$ cat src/rtl/pcm_mm_pkg.sv
// rtl/pcm_mm_pkg.sv - shared FSM state type and default widths for the PCM multi-CPU scheduler
package pcm_mm_pkg;

  localparam int PCM_ADDR_W = 20;
  localparam int PCM_DATA_W = 16;

  typedef enum logic [1:0] {
    IDLE = 2'd0,
    WAIT = 2'd1,
    RESP = 2'd2
  } pcm_sched_state_e;

endpackage

$ cat src/rtl/pcm_mm_arbiter.sv
// rtl/pcm_mm_arbiter.sv - combinational grant over busy slots; PCM_MM_SCHED_RR_EN selects round-robin
module pcm_mm_arbiter
  import pcm_mm_pkg::*;
#(
  parameter int NUM_CPUS = 4,
  parameter int IDX_W    = $clog2(NUM_CPUS)
) (
  input  logic [NUM_CPUS-1:0] busy,
`ifdef PCM_MM_SCHED_RR_EN
  input  logic [IDX_W-1:0]    ptr,
`endif
  output logic [NUM_CPUS-1:0] grant,
  output logic [IDX_W-1:0]    grant_idx
);

`ifdef PCM_MM_SCHED_RR_EN
  int               idx;
  logic [IDX_W-1:0] idx_b;
  logic             found;

  // Walk the slots starting at the pointer, wrapping at NUM_CPUS; the first busy slot wins.
  always_comb begin
    grant     = '0;
    grant_idx = '0;
    found     = 1'b0;
    idx       = 0;
    idx_b     = '0;
    for (int k = 0; k < NUM_CPUS; k++) begin
      idx = int'(ptr) + k;
      if (idx >= NUM_CPUS) begin
        idx = idx - NUM_CPUS;
      end
      idx_b = IDX_W'(idx);
      if (!found && busy[idx_b]) begin
        found        = 1'b1;
        grant[idx_b] = 1'b1;
        grant_idx    = idx_b;
      end
    end
  end
`else
  // Fixed priority: scan downwards so the lowest busy index is the last (winning) assignment.
  always_comb begin
    grant     = '0;
    grant_idx = '0;
    for (int i = NUM_CPUS - 1; i >= 0; i--) begin
      if (busy[i]) begin
        grant     = '0;
        grant[i]  = 1'b1;
        grant_idx = IDX_W'(i);
      end
    end
  end
`endif

endmodule

$ cat src/rtl/pcm_mm_sched.sv
// rtl/pcm_mm_sched.sv - multi-CPU PCM request scheduler (PCM_MM_SCHED_RR_EN enables round-robin)
module pcm_mm_sched
  import pcm_mm_pkg::*;
#(
  parameter int NUM_CPUS  = 4,
  parameter int ADDR_W    = PCM_ADDR_W,
  parameter int DATA_W    = PCM_DATA_W,
  parameter int TIMEOUT_W = 8
) (
  input  logic                             clk,
  input  logic                             reset,
  input  logic [NUM_CPUS-1:0]              cpu_req,
  input  logic [NUM_CPUS-1:0]              cpu_write,
  input  logic [NUM_CPUS-1:0][ADDR_W-1:0]  cpu_addr,
  input  logic [NUM_CPUS-1:0][DATA_W-1:0]  cpu_data_in,
  output logic [NUM_CPUS-1:0]              cpu_busy,
  output logic [NUM_CPUS-1:0]              cpu_ready,
  output logic [NUM_CPUS-1:0]              cpu_err,
  output logic [NUM_CPUS-1:0][DATA_W-1:0]  cpu_data_out,
  output logic                             schedule,
  output logic [ADDR_W-1:0]                addr_reg,
  output logic                             mem_write,
  output logic [DATA_W-1:0]                mem_wdata,
  input  logic                             resolved,
  input  logic [DATA_W-1:0]                data_in
);

  localparam int IDX_W = $clog2(NUM_CPUS);

  pcm_sched_state_e                 state;
  logic [TIMEOUT_W-1:0]             wait_cnt;
  logic [TIMEOUT_W-1:0]             wait_cnt_nxt;
  logic                             timeout_hit;
  logic [IDX_W-1:0]                 cur_idx;

  logic [NUM_CPUS-1:0]              slot_write;
  logic [NUM_CPUS-1:0][ADDR_W-1:0]  slot_addr;
  logic [NUM_CPUS-1:0][DATA_W-1:0]  slot_data;

  logic [NUM_CPUS-1:0]              arb_grant;
  logic [IDX_W-1:0]                 arb_idx;
  logic                             sel_write;
  logic [ADDR_W-1:0]                sel_addr;
  logic [DATA_W-1:0]                sel_data;

`ifdef PCM_MM_SCHED_RR_EN
  logic [IDX_W-1:0]                 rr_ptr;
`endif

  // Timeout fires on the WAIT edge where the counter would reach all-ones.
  assign wait_cnt_nxt = wait_cnt + 1'b1;
  assign timeout_hit  = &wait_cnt_nxt;

  pcm_mm_arbiter #(
    .NUM_CPUS (NUM_CPUS),
    .IDX_W    (IDX_W)
  ) u_arbiter (
    .busy      (cpu_busy),
`ifdef PCM_MM_SCHED_RR_EN
    .ptr       (rr_ptr),
`endif
    .grant     (arb_grant),
    .grant_idx (arb_idx)
  );

  // Holding slots: a free slot latches its request fields; a busy slot ignores new strobes.
  always_ff @(posedge clk or negedge reset) begin
    if (!reset) begin
      slot_write <= '0;
      slot_addr  <= '0;
      slot_data  <= '0;
    end else begin
      for (int i = 0; i < NUM_CPUS; i++) begin
        if (cpu_req[i] && !cpu_busy[i]) begin
          slot_write[i] <= cpu_write[i];
          slot_addr[i]  <= cpu_addr[i];
          slot_data[i]  <= cpu_data_in[i];
        end
      end
    end
  end

  // One-hot AND-OR select of the granted slot's fields.
  always_comb begin
    sel_write = 1'b0;
    sel_addr  = '0;
    sel_data  = '0;
    for (int i = 0; i < NUM_CPUS; i++) begin
      sel_write = sel_write | (slot_write[i] & arb_grant[i]);
      sel_addr  = sel_addr  | (slot_addr[i] & {ADDR_W{arb_grant[i]}});
      sel_data  = sel_data  | (slot_data[i] & {DATA_W{arb_grant[i]}});
    end
  end

  // Scheduler FSM: grant in IDLE, hold schedule in WAIT until resolve/timeout, pulse response in RESP.
  always_ff @(posedge clk or negedge reset) begin
    if (!reset) begin
      state        <= IDLE;
      schedule     <= 1'b0;
      addr_reg     <= '0;
      mem_write    <= 1'b0;
      mem_wdata    <= '0;
      wait_cnt     <= '0;
      cur_idx      <= '0;
      cpu_busy     <= '0;
      cpu_ready    <= '0;
      cpu_err      <= '0;
      cpu_data_out <= '0;
`ifdef PCM_MM_SCHED_RR_EN
      rr_ptr       <= '0;
`endif
    end else begin
      cpu_busy <= cpu_busy | (cpu_req & ~cpu_busy);
      case (state)
        IDLE: begin
          if (|cpu_busy) begin
            schedule  <= 1'b1;
            addr_reg  <= sel_addr;
            mem_write <= sel_write;
            mem_wdata <= sel_data;
            cur_idx   <= arb_idx;
            wait_cnt  <= '0;
            state     <= WAIT;
          end
        end
        WAIT: begin
          wait_cnt <= wait_cnt_nxt;
          if (resolved) begin
            schedule <= 1'b0;
            if (!mem_write) begin
              cpu_data_out[cur_idx] <= data_in;
            end
            cpu_ready[cur_idx] <= 1'b1;
            cpu_busy[cur_idx]  <= 1'b0;
            state              <= RESP;
          end else if (timeout_hit) begin
            schedule           <= 1'b0;
            cpu_ready[cur_idx] <= 1'b1;
            cpu_err[cur_idx]   <= 1'b1;
            cpu_busy[cur_idx]  <= 1'b0;
            state              <= RESP;
          end
        end
        RESP: begin
          cpu_ready <= '0;
          cpu_err   <= '0;
`ifdef PCM_MM_SCHED_RR_EN
          rr_ptr    <= (cur_idx == IDX_W'(NUM_CPUS - 1)) ? '0 : cur_idx + 1'b1;
`endif
          state     <= IDLE;
        end
        default: state <= IDLE;
      endcase
    end
  end

endmodule

$ cat config.mk
export PLATFORM = sky130hd
export DESIGN_NAME = pcm_mm_sched
export DESIGN_NICKNAME = d
export VERILOG_FILES = /design/src/rtl/pcm_mm_pkg.sv /design/src/rtl/pcm_mm_arbiter.sv /design/src/rtl/pcm_mm_sched.sv
export SDC_FILE = /design/constraint.sdc
export NUM_CORES = 1
export LEC_CHECK = 0
export CAP_MARGIN = 25
export CELL_PAD_IN_SITES_DETAIL_PLACEMENT = 1
export CELL_PAD_IN_SITES_GLOBAL_PLACEMENT = 2
export CORE_ASPECT_RATIO = 1.1
export CORE_MARGIN = 3
export CORE_UTILIZATION = 36
export DETAILED_ROUTE_END_ITERATION = 6
export PLACE_DENSITY = 0.9
export SLEW_MARGIN = 20
export SYNTH_ARGS = -nofsm -noshare
export SYNTH_HDL_FRONTEND = slang
export SYNTH_HIERARCHICAL = 1
export SYNTH_SLANG_ARGS = --single-unit
export TNS_END_PERCENT = 1
$ cat constraint.sdc
create_clock -name clk -period 6 [get_ports clk]
set_clock_uncertainty 0.1 [all_clocks]
set_input_delay 0.9 -clock clk [delete_from_list [all_inputs] [get_ports clk]]
set_output_delay 0.9 -clock clk [all_outputs]
set_load 0.02 [all_outputs]
==> impl_metrics.toml <==
[logic_synthesis]
synth-seq-cells = 274
synth_common_cells = "dfrtp_1, mux2_2, o21ai_0"
synth_nets = 1005
synthesis.instances = 828
synth_top_family_by_area = "multiplexers"
yosysWarningCount = 6
yosysMostFrequentCell = "dfrtp_1"
synth_top_cell_area_share_pct = 60.4
netlist.top_cell.by_area = "dfrtp_1"
synth_fa_ha_area_share_pct = 0.661
syn_avg_cell_area_um2 = 13.7
synth_cell_types = 50
ys_seq_area_share_pct = 60.4
synth_ff_type = "dfrtp_1"
async_flop_share_pct = 100
synth_edf_count = 0
synth_area_leaders = "dfrtp_1, mux2_2, a221oi_1"
syn_area_um2 = 11400
synth_xor_xnor_area_share_pct = 0
muxShareOfSynthArea_pct = 21.2
synth-compound-area-share_pct = 10.2
synthSimpleGateAreaFrac_pct = 5.27

[routing]
routedWlPerCell_um = 21.6
drtIter0Drc = 411
wl_um = 33500
postRouteAntennaNets = 0
drtPass1Iterations = 4
vias = 8044
remaining_drc_errors = 0
via_per_inst = 5.19

[worst_setup_path]
cp_top_family = "buffers and inverters"
max_stage_delay_ns = 0.74
cp-end-kind = "output pin"
crit_path_top_delay_cell = "clkdlybuf4s50_1"
cp_num_buf_inv = 2
path_class = "reg2out"
crit_chain = "buf_4 > clkdlybuf4s50_1"
crit_arrival_ns = 2.18
path_max_fanout = 45
startpoint_type = "register"
crit_required_ns = 5.00

[power_and_ir_drop]
ir_worst_vdd_mv = 0.279
p_seq_share_pct = 38.9
p_comb_share_pct = 36.2
switching_share_pct = 33.2
pwr-share-clk_pct = 24.9
power_density_nw_per_um2 = 505
power_switching_w = 0.00265
p_total_w = 0.00798
power.leakage_nw = 6.65
p_int_w = 0.00533

[die]
die_y_um = 192
dieArea_um2 = 33700
die_w_um = 175
start_util_pct = 36.9
core_um2 = 30800
num_rows = 67
ios = 285

[global_routing]
overflow = 0
groute.usage.overall_pct = 19.5
antenna_found_initial = 5
grt_max_degree = 130
grt_pass1_vias = 8858
grt_pass1_wl_um = 51600

[cts]
cts_setup_buffers = 0
ctsResizeCount = 0
clockBufferDepth = 3
cts_sinks = 274
hold_buffers = 0
cts_buffers = 30
root_buffer = "clkbuf_16"
clkLatencyLatePin_ns = 0.55
htree_levels = 1
cts_tree = "built"
clk_pin_slew_worst_paths_ns = 0.06

[cells_and_area]
drive_gt1_share_pct = 27.4
largest_reg_flops = 80
final_area_um2 = 15800
area_growth_pct = 39.0
regMostFlops = "slot_addr"
top_regs = "slot_addr: 80 flops, cpu_data_out: 64 flops, slot_data: 64 flops"
layout.nets = 1286

[run]
maxCapViolations = 0

[timing]
period_share_pct = 53.0
worst_pin_slew_ns = 1.01
finalMaxSlewViolations = 0
setup_tns_ns = 0
period_minus_slack_ns = 3.18
slew_headroom_pct = 32.1
holdWs_ns = 0.282
report.final.hold_viol_count = 0
setup_viol = 0
rsz0062_at_grt = "no"
max_freq_mhz = 315

[run_status]
status = "completed"

[hold_path]
hp-class = "in2async"

[place]
post_dp_cell_area_um2 = 14700
hpwl_um = 22900
io_buffers = 284
gp_congestion = 0.765
[worst paths after layout]
check,end,from,cells past startpoint,slack (ns)
worst min-delay path,slot_addr[74]$_DFFE_PN0P_,reset,1,0.28
worst max register to register,cur_idx[1]$_DFFE_PN0P_,cpu_busy[1]$_DFF_PN0_,4,3.17
worst max-delay path,cpu_busy[0],cpu_busy[0]$_DFF_PN0_,2,2.82
worst min register to register,mem_wdata[8]$_DFFE_PN0P_,mem_wdata[8]$_DFFE_PN0P_,2,0.38
min in group clk,mem_wdata[8]$_DFFE_PN0P_,mem_wdata[8]$_DFFE_PN0P_,2,0.38
max in group asynchronous,slot_data[59]$_DFFE_PN0P_,reset,2,4.33
[kinds of logic after synthesis]
logic type | after synthesis
AO/OA/AOI/OAI | 163
AND/OR/NAND/NOR | 114
adder cells (fa/ha/maj) | 6
buffers and inverters | 57
multiplexers | 214
flip-flops | 274
[per-stage QoR]
| stage | setup slack [ns] | utilization [%] | std cells |
|---|---|---|---|
| 2_1_floorplan | 3.58 | - | 828 |
| 3_3_place_gp | 3.06 | 47.6 | 1489 |
| 3_5_place_dp | 3.00 | 47.6 | 1489 |
| 4_1_cts | 2.78 | 51.2 | 1545 |
| 5_1_grt | 2.75 | 51.3 | 1550 |
| 6_report | 2.82 | 51.3 | 1551 |
[power groups by stage]
| stage | Clock (W) | Combinational [W] | Sequential [W] |
|---|---|---|---|
| 4_1_cts | 0.00204 | 0.00291 | 0.00311 |
| 2_1_floorplan | 0 | 0.00136 | 0.00336 |
| 5_1_grt | 0.00212 | 0.00312 | 0.00321 |
| 3_5_place_dp | 0 | 0.00289 | 0.00313 |
| 3_3_place_gp | 0 | 0.00278 | 0.00308 |
| 6_report | 0.00199 | 0.00288 | 0.00310 |
[cells in the final DEF, fill, tap and decap left out, types with 3 or more instances in the layout]
cell type,instances
nand2b_1,5
clkbuf_1,3
nor2b_1,4
bufinv_16,5
o31ai_1,4
ha_1,6
nor2_1,16
o21ai_1,3
a211oi_1,4
or2b_2,4
a31oi_1,6
o21ai_0,46
clkbuf_16,31
a21oi_1,17
dfrtp_1,273
diode_2,4
buf_4,13
a221oi_1,37
clkdlybuf4s50_1,283
clkbuf_8,4
inv_1,6
clkinvlp_4,3
mux2_2,214
nand3_1,8
and2b_2,3
clkinv_2,6
nor2b_4,4
or4_1,4
nand2_1,44
a22o_1,37
[area by class of cell]
class,count,area (µm²)
antenna,4,10.0
fill,3087,15000
timing repair buffer,300,3000
tap,414,518
clock inverter,18,238
sequential,274,6860
clock buffer,38,842
multi-input combinational,497,4290
inverter,6,22.5
[routing by layer]
| layer | wire, µm | track usage (%) | vias up | part of all wire, % |
|---|---|---|---|---|
| li1 | - | - | 3614 | - |
| met1 | 13900 | 24.4 | 4157 | 41 |
| met2 | 17000 | 34.2 | 222 | 51 |
| met3 | 1890 | 4.35 | 47 | 5.6 |
| met4 | 658 | 5.16 | 4 | 2.0 |
| met5 | 34 | 0 | - | 0.10 |
[worst register-to-register path, cell delays in order, from the launching register on]
cell	delay [ns]
dfrtp_1	0.51
or4_1	0.61
nand2_2	0.67
buf_4	0.44
mux2_2	0.38
Note: power is estimated with default switching activity, not from simulation.
